$ cat config.mk
export PLATFORM = sky130hd
export DESIGN_NAME = player_pose
export DESIGN_NICKNAME = d
export VERILOG_FILES = /design/src/rtl/player_pose.sv
export SDC_FILE = /design/constraint.sdc
export NUM_CORES = 1
export LEC_CHECK = 0
export CORE_MARGIN = 8
export CORE_UTILIZATION = 31
export DETAILED_ROUTE_END_ITERATION = 6
export SYNTH_ARGS = -nofsm -noshare
export SYNTH_HDL_FRONTEND = slang
export SYNTH_SLANG_ARGS = --single-unit
$ cat constraint.sdc
create_clock -name clk -period 6.7 [get_ports clk]
set_input_delay 1.675 -clock clk [delete_from_list [all_inputs] [get_ports clk]]
set_output_delay 1.675 -clock clk [all_outputs]
set_load 0.02 [all_outputs]
$ cat src/rtl/player_pose.sv
// player_pose: registered grid position and heading of the player.
// It acts once per rising edge of the decoder's command levels. Rotations
// complete locally. Forward moves are range-checked first, and then checked
// against the wall map through a req/ack lookup that is bounded by a timeout.
module player_pose #(
  parameter int COORD_W       = 4,
  parameter int MAP_W         = 16,
  parameter int MAP_H         = 16,
  parameter int START_X       = 1,
  parameter int START_Y       = 1,
  parameter int START_HEADING = 0,
  parameter int ACK_TIMEOUT   = 15
) (
  input  logic               clk,
  input  logic               rst_n,
  input  logic               move,
  input  logic [1:0]         rotation,
  output logic               map_req,
  output logic [COORD_W-1:0] map_x,
  output logic [COORD_W-1:0] map_y,
  input  logic               map_ack,
  input  logic               map_wall,
  output logic [COORD_W-1:0] pos_x,
  output logic [COORD_W-1:0] pos_y,
  output logic [1:0]         heading,
  output logic               pose_upd,
  output logic               bumped,
  output logic               busy
);

  localparam logic [0:0] IDLE   = 1'b0;
  localparam logic [0:0] LOOKUP = 1'b1;

  // The extra bit lets x-1 at 0 wrap to a large value and x+1 at the top
  // edge reach MAP_W, so one unsigned compare catches both ends.
  localparam int TW    = COORD_W + 1;
  localparam int CNT_W = $clog2(ACK_TIMEOUT + 1);

  localparam logic [1:0] HEAD_N = 2'd0;
  localparam logic [1:0] HEAD_E = 2'd1;
  localparam logic [1:0] HEAD_S = 2'd2;

  logic [0:0]         state_q,    state_d;
  logic               cmd_prev_q, cmd_prev_d;
  logic [COORD_W-1:0] pos_x_q,    pos_x_d;
  logic [COORD_W-1:0] pos_y_q,    pos_y_d;
  logic [1:0]         heading_q,  heading_d;
  logic               map_req_q,  map_req_d;
  logic [COORD_W-1:0] map_x_q,    map_x_d;
  logic [COORD_W-1:0] map_y_q,    map_y_d;
  logic               pose_upd_q, pose_upd_d;
  logic               bumped_q,   bumped_d;
  logic [CNT_W-1:0]   cnt_q,      cnt_d;

  logic               rot_cw;
  logic               rot_ccw;
  logic               cmd_active;
  logic               cmd_edge;
  logic [TW-1:0]      tgt_x;
  logic [TW-1:0]      tgt_y;
  logic               tgt_oob;
  logic [CNT_W-1:0]   cnt_inc;
  logic               timed_out;

  assign rot_cw     = (rotation == 2'b01);
  assign rot_ccw    = (rotation == 2'b10);
  assign cmd_active = move | rot_cw | rot_ccw;
  // Edges only count in IDLE; an edge seen during a lookup is dropped.
  assign cmd_edge   = cmd_active & ~cmd_prev_q & (state_q == IDLE);

  assign cnt_inc    = cnt_q + CNT_W'(1);
  assign timed_out  = (cnt_inc == CNT_W'(ACK_TIMEOUT));

  // Compute the forward target cell of the current heading and range-check it.
  always_comb begin
    tgt_x = {1'b0, pos_x_q};
    tgt_y = {1'b0, pos_y_q};
    case (heading_q)
      HEAD_N:  tgt_y = {1'b0, pos_y_q} - TW'(1);
      HEAD_E:  tgt_x = {1'b0, pos_x_q} + TW'(1);
      HEAD_S:  tgt_y = {1'b0, pos_y_q} + TW'(1);
      default: tgt_x = {1'b0, pos_x_q} - TW'(1);
    endcase
    tgt_oob = (tgt_x >= TW'(MAP_W)) || (tgt_y >= TW'(MAP_H));
  end

  // Next-state logic for the command FSM, the pose and the lookup handshake.
  always_comb begin
    // NOTE: every output of this block gets a default first, so no path can
    // leave a signal unassigned and infer a latch.
    state_d    = state_q;
    cmd_prev_d = cmd_active;
    pos_x_d    = pos_x_q;
    pos_y_d    = pos_y_q;
    heading_d  = heading_q;
    map_req_d  = map_req_q;
    map_x_d    = map_x_q;
    map_y_d    = map_y_q;
    pose_upd_d = 1'b0;
    bumped_d   = 1'b0;
    cnt_d      = cnt_q;

    case (state_q)
      IDLE: begin
        if (cmd_edge) begin
          if (move) begin
            if (tgt_oob) begin
              bumped_d   = 1'b1;
              pose_upd_d = 1'b1;
            end else begin
              map_x_d   = tgt_x[COORD_W-1:0];
              map_y_d   = tgt_y[COORD_W-1:0];
              map_req_d = 1'b1;
              cnt_d     = '0;
              state_d   = LOOKUP;
            end
          end else if (rot_cw) begin
            heading_d  = heading_q + 2'd1;
            pose_upd_d = 1'b1;
          end else begin
            heading_d  = heading_q - 2'd1;
            pose_upd_d = 1'b1;
          end
        end
      end
      LOOKUP: begin
        cnt_d = cnt_inc;
        // An ack that arrives on the last allowed cycle still wins over the timeout.
        if (map_ack || timed_out) begin
          map_req_d  = 1'b0;
          pose_upd_d = 1'b1;
          state_d    = IDLE;
          if (map_ack && !map_wall) begin
            pos_x_d = map_x_q;
            pos_y_d = map_y_q;
          end else begin
            bumped_d = 1'b1;
          end
        end
      end
      default: state_d = IDLE;
    endcase
  end

  // State registers, with asynchronous reset to the start pose.
  always_ff @(posedge clk or negedge rst_n) begin
    if (!rst_n) begin
      state_q    <= IDLE;
      cmd_prev_q <= 1'b0;
      pos_x_q    <= COORD_W'(START_X);
      pos_y_q    <= COORD_W'(START_Y);
      heading_q  <= 2'(START_HEADING);
      map_req_q  <= 1'b0;
      map_x_q    <= '0;
      map_y_q    <= '0;
      pose_upd_q <= 1'b0;
      bumped_q   <= 1'b0;
      cnt_q      <= '0;
    end else begin
      // NOTE: non-blocking assignments make every flop see pre-edge values,
      // whatever order these statements are written in.
      state_q    <= state_d;
      cmd_prev_q <= cmd_prev_d;
      pos_x_q    <= pos_x_d;
      pos_y_q    <= pos_y_d;
      heading_q  <= heading_d;
      map_req_q  <= map_req_d;
      map_x_q    <= map_x_d;
      map_y_q    <= map_y_d;
      pose_upd_q <= pose_upd_d;
      bumped_q   <= bumped_d;
      cnt_q      <= cnt_d;
    end
  end

  assign map_req  = map_req_q;
  assign map_x    = map_x_q;
  assign map_y    = map_y_q;
  assign pos_x    = pos_x_q;
  assign pos_y    = pos_y_q;
  assign heading  = heading_q;
  assign pose_upd = pose_upd_q;
  assign bumped   = bumped_q;
  assign busy     = (state_q == LOOKUP);

endmodule

* After elaboration in Yosys (flattened, before gate mapping) *
Index checks and enable logic that the tools add are counted.

storage, ports and cells
  bits in registers = 27
  word-level logic and storage cells = 75

cells by class
  add/subtract/negate cells = 7
  $lt $le $gt $ge = 2
  equality and inequality tests = 9
  multiplexer cells = 27
  bitwise operators = 8
  reduce and logical (&&, ||, !) cells = 11

operator list
  kind                                                  count
  one-hot mux 5 bit (2 select lines)                    2
  two-way mux 1 bit                                     16
  two-way mux 4 bit                                     3
  adder 4 x 1 -> 5 bit (second input constant)          2
  >= comparator 5 bit (second input constant)           2
  subtractor 4 x 1 -> 5 bit (second input constant)     2
  AND reduction 3 bit                                   3
  one-hot mux 1 bit (2 select lines)                    4
  one-hot mux 4 bit (2 select lines)                    1
  AND reduction 4 bit                                   2
  != test 2 bit (second input constant)                 3
  adder 4 x 1 -> 4 bit (second input constant)          1
  equality test 2 x 1 -> 1 bit (second input constant)  2
  equality test 2 bit (second input constant)           2
  equality test 4 bit (second input constant)           1
  NOT 1 bit                                             4
  adder 2 x 1 -> 2 bit (second input constant)          1
  AND 1 bit                                             2
  logical NOT 2 bit                                     1
  logical OR 1 bit                                      2
  two-way mux 2 bit                                     1
  != test 2 x 1 -> 1 bit (second input constant)        1
  OR 1 bit                                              2
  OR reduction 2 bit                                    1
  other kinds (3)                                       3

* Logic depth before layout (Yosys ltp) *
  depth in word-level cells = 9
  depth in mapped cells = 10
  depth with buffers taken out = 9

* Least setup slack after synthesis *
Ideal clock, no wire load.

  kind = in2reg
  from = input move
  to = register heading_q[0] (netlist: heading[0])
  setup time = 0.125 ns
  data arrival time = 2.369 ns
  required time = 6.575 ns
  slack = 4.207 ns
  cell stages on the path = 4
  buffers on the path = 1
  cell sequence = buf_2 > nor3_1 > nor3_1 > xnor2_1

between the ends
  longest elaborated chain between the ends = 5

ends and longest elaborated chain
  item                             line  text
  start: declaration               16    input logic move,
  OR 1 bit (2 in a row)            67    assign cmd_active = move | rot_cw | rot_ccw;
  AND 1 bit (2 in a row)           69    assign cmd_edge = cmd_active & ~cmd_prev_q & (state_q == IDLE);
  AND reduction 3 bit (no line) *  --
  end signal: assignment           152   heading_q <= 2'(START_HEADING);
  end signal: assignment           166   heading_q <= heading_d;
  end: declaration                 47    logic [1:0] heading_q, heading_d;

Every way passes the cells marked *; elsewhere a longest branch is shown, timed or not.
A chain may end at the register's enable or synchronous reset.

* Worst setup path in the final report *
  from = register state_q (netlist: busy)
  to = output busy

RTL lines
  item                      line  text
  start: declaration        43    logic [0:0] state_q, state_d;
  start signal: assignment  162   state_q <= state_d;
  end: declaration          28    output logic busy

No word-level cell between the ends.

==> metrics.log <==
[metrics] R2R setup slack: 4010 ps
[metrics] critical path cell sequence: clkdlybuf4s50_1
[metrics] number of enable flip-flop cells after synthesis: 0
[metrics] crit path kind: reg -> out
[metrics] worst reg2reg path startpoint: heading[0]
[metrics] hold violation count in the final report: 0
[metrics] time the final worst path needs with I/O delays and setup: 3220 ps
[metrics] number of design-rule violations left by the first detailed-router iteration: 95
[metrics] category of the worst setup path launch point: flop
[metrics] transition time at the pin with the least slew margin: 588 ps
[metrics] multiplexer fraction of the synthesized cell area: 14.7%
[metrics] count of unique library cells instantiated by Yosys: 37
[metrics] dominant cells by area after synthesis: dfrtp_1 (38%), ha_1 (8.3%), mux2_4 (7.3%), mux2_2 (6.8%), a21oi_1 (3.6%)
[metrics] WHS Endpoint: map_req
[metrics] class of the worst hold path: reg -> reg
[metrics] Resized cells post-CTS: 0
[metrics] largest area contributor in the netlist: dfrtp_1
[metrics] xor/xnor share of the synthesized area: 5.82%
[metrics] I/O Buffers: 28
[metrics] Post-CTS Setup Bufs: 0
[metrics] global-route usage over all layers: 9.33%
[metrics] total of flip-flops plus latches after synthesis: 27
[metrics] row cnt: 26
[metrics] R2R Path End: map_y[2]
[metrics] Final Net Count: 198
[metrics] area share of the largest cell type after synthesis: 37.8%
[metrics] CP peak stage delay: 680 ps
[metrics] Root Driver: clkbuf_8
[metrics] worst-path cell with the longest stage delay: clkdlybuf4s50_1
[metrics] areal power density over the cells: 546 nW/um^2
[metrics] standard cell core area: 5140 um^2
[metrics] Post-Route Skew: 9.78 ps
[metrics] R2R cell count: 8
[metrics] VDD IR-drop max: 169 uV
[metrics] result of the run: complete, no violations
[metrics] leading cell type by number of instances after synthesis: dfrtp_1
[metrics] DRC viols: 0
[metrics] number of max-cap violations: 0
[metrics] share of flip-flops with an asynchronous set or reset after synthesis: 100%
[metrics] width of the die: 89.1 um
[metrics] drt pass-1 iters: 4
[metrics] Post-Syn Instances: 147
[metrics] ranking of synthesized cells by instance count: dfrtp_1 (25), a21oi_1 (12), ha_1 (11)
[metrics] die span in y: 89.1 um
[metrics] share of the cycle needed by the critical path after routing: 48.0%
[metrics] final sum of negative setup slack: 0 ps
[metrics] maximum number of pins on one net before global-route repair: 28
[metrics] worst hold slack across all endpoints: 509 ps
[metrics] GR Overflow Total: 0
[metrics] count of yosys warnings during synthesis: 0
[metrics] final setup fails: 0
[metrics] clock tree from TritonCTS: built
[metrics] Buf+Inv Stages, Crit Path: 1
[metrics] cell family contributing the most delay on the critical path: buffers and inverters
[metrics] Detail Route Antenna Nets: 0
[metrics] max_slew headroom: 60.6%
[metrics] number of global-route vias before repair: 1148
[metrics] wire length reported by the detailed router: 3400 um
[metrics] P&R area growth vs syn: 24.2%
[metrics] number of antenna violations at the first check in global routing: 0
[metrics] sum of internal, switching and leakage power: 1120 uW
[metrics] clock slew seen by the registers of the worst setup and hold paths: 100 ps
[metrics] maximum operating frequency: 311 MHz
[metrics] adder-cell area share of the yosys netlist: 10.7%
[metrics] dpl hpwl: 2570 um
[metrics] Final Core Density: 40.0%
[metrics] vias per std cell: 4.64
[metrics] largest fanout on the critical path: 10
[metrics] dominant combinational cell family by area after synthesis: multiplexers
[metrics] share of synthesized area occupied by flip-flops and latches: 41.0%
[metrics] Top-Level Pins: 29
[metrics] hold-critical path depth: 2
[metrics] required time of the critical path: 5030 ps
[metrics] clock latency of the later-clocked register in the worst-skew pair: 280 ps
[metrics] kind of capture point of the worst setup path: primary output
[metrics] Leakage: 0.000908 uW
[metrics] Syn Area/Cell: 11.3 um^2
[metrics] placer congestion estimate: 0.751
[metrics] RSZ-0062 raised after global routing: no
[metrics] complex-gate fraction of the synthesized area: 10.6%
[metrics] global-route wire length before repair: 5730 um
[metrics] post-synthesis share of cell area spent on and, or, nand and nor gates: 13.7%
[metrics] clock sinks: 27
[metrics] number of H-tree branching levels: 1
[metrics] via count: 1146
[metrics] Worst Hold Launch: map_req
[metrics] DIE AREA: 7930 um^2
[metrics] net count after synthesis: 167
[metrics] Syn Std Cell Area: 1660 um^2
[metrics] arrival time worst endpoint: 1540 ps
[metrics] fillers: 530
[metrics] routed wire length per instance: 13.8 um
[metrics] fraction of layout cells with a size suffix above 1: 16.9%
[metrics] initial core utilization: 32.2%
[metrics] count of antenna diodes in the layout: 0
[metrics] predominant post-synthesis flop cell: dfrtp_1
[metrics] buffer depth of the longest clock path: 2
[metrics] CTS Hold Buffers Added: 0
[metrics] number of buffers added by the clock tree synthesis step: 3
[metrics] number of max-slew violations in the final report: 0
==> where the power goes <==
part / internal [uW] / switching, uW
Clock: 41.7 / 53.1
Combinational: 358 / 346
Sequential: 240 / 82.6
==> how the worst max path moves through the flow <==
stage          from  cells past startpoint  slack [ps]    endpoint
3_5_place_dp   move                      3        3530    map_x[2]
3_3_place_gp   move                      3        3550    map_y[2]
5_1_grt        busy                      1        3420        busy
4_1_cts        busy                      1        3480        busy
6_report       busy                      1        3480        busy
2_1_floorplan  move                      4        4210  heading[0]
==> per-stage QoR <==
step | area [um^2] | worst slack (ps) | cells
4_1_cts | 2060 | 3480 | 247
5_1_grt | 2060 | 3420 | 247
3_3_place_gp | 2010 | 3550 | 243
2_1_floorplan | 1660 | 4210 | 147
3_5_place_dp | 2010 | 3530 | 243
6_report | 2060 | 3480 | 247
==> layer usage <==
metal / share of wire (%) / global-route usage [%]
met2: 45 / 14.3
met4: 1.2 / 3.63
met5: 0 / 0
met1: 49 / 12.7
met3: 5.3 / 1.65
==> cell type report <==
cell class	instances	area, um^2	area share (%)
flip-flops and latches	27	678	33.0
repair buffers	29	288	14.0
well taps	70	87.6	4.26
inverters	10	37.5	1.83
clock buffers	3	41.3	2.01
clock inverters	1	5.00	0.243
multi-input cells	107	918	44.7
==> kinds of logic (layout without fill, tap and decap cells) <==
group	Yosys count	in the layout
buffers and inverters	13	43
flip-flops	27	27
AO/OA/AOI/OAI	27	27
XOR/XNOR	11	11
adder cells (fa/ha/maj)	13	13
AND/OR/NAND/NOR	37	37
multiplexers	19	19
==> flip-flops by register name, indices dropped and copies added (netlist names), 2 cells and up <==
name     flops
cnt_q        4
heading      2
map_x        4
map_y        4
pos_x        4
pos_y        4
==> cells in the final DEF, fill, tap and decap left out, types with 3 or more instances in the layout <==
cell type,instances
a21o_1,3
a21oi_1,12
clkbuf_8,3
clkdlybuf4s50_1,28
dfrtp_1,25
ha_1,11
inv_1,10
mux2_2,10
mux2_4,8
nand2_1,9
nor2_1,8
nor2b_1,4
o21ai_0,4
xnor2_1,6
xor2_1,5
(Power assumes the default switching activity.)
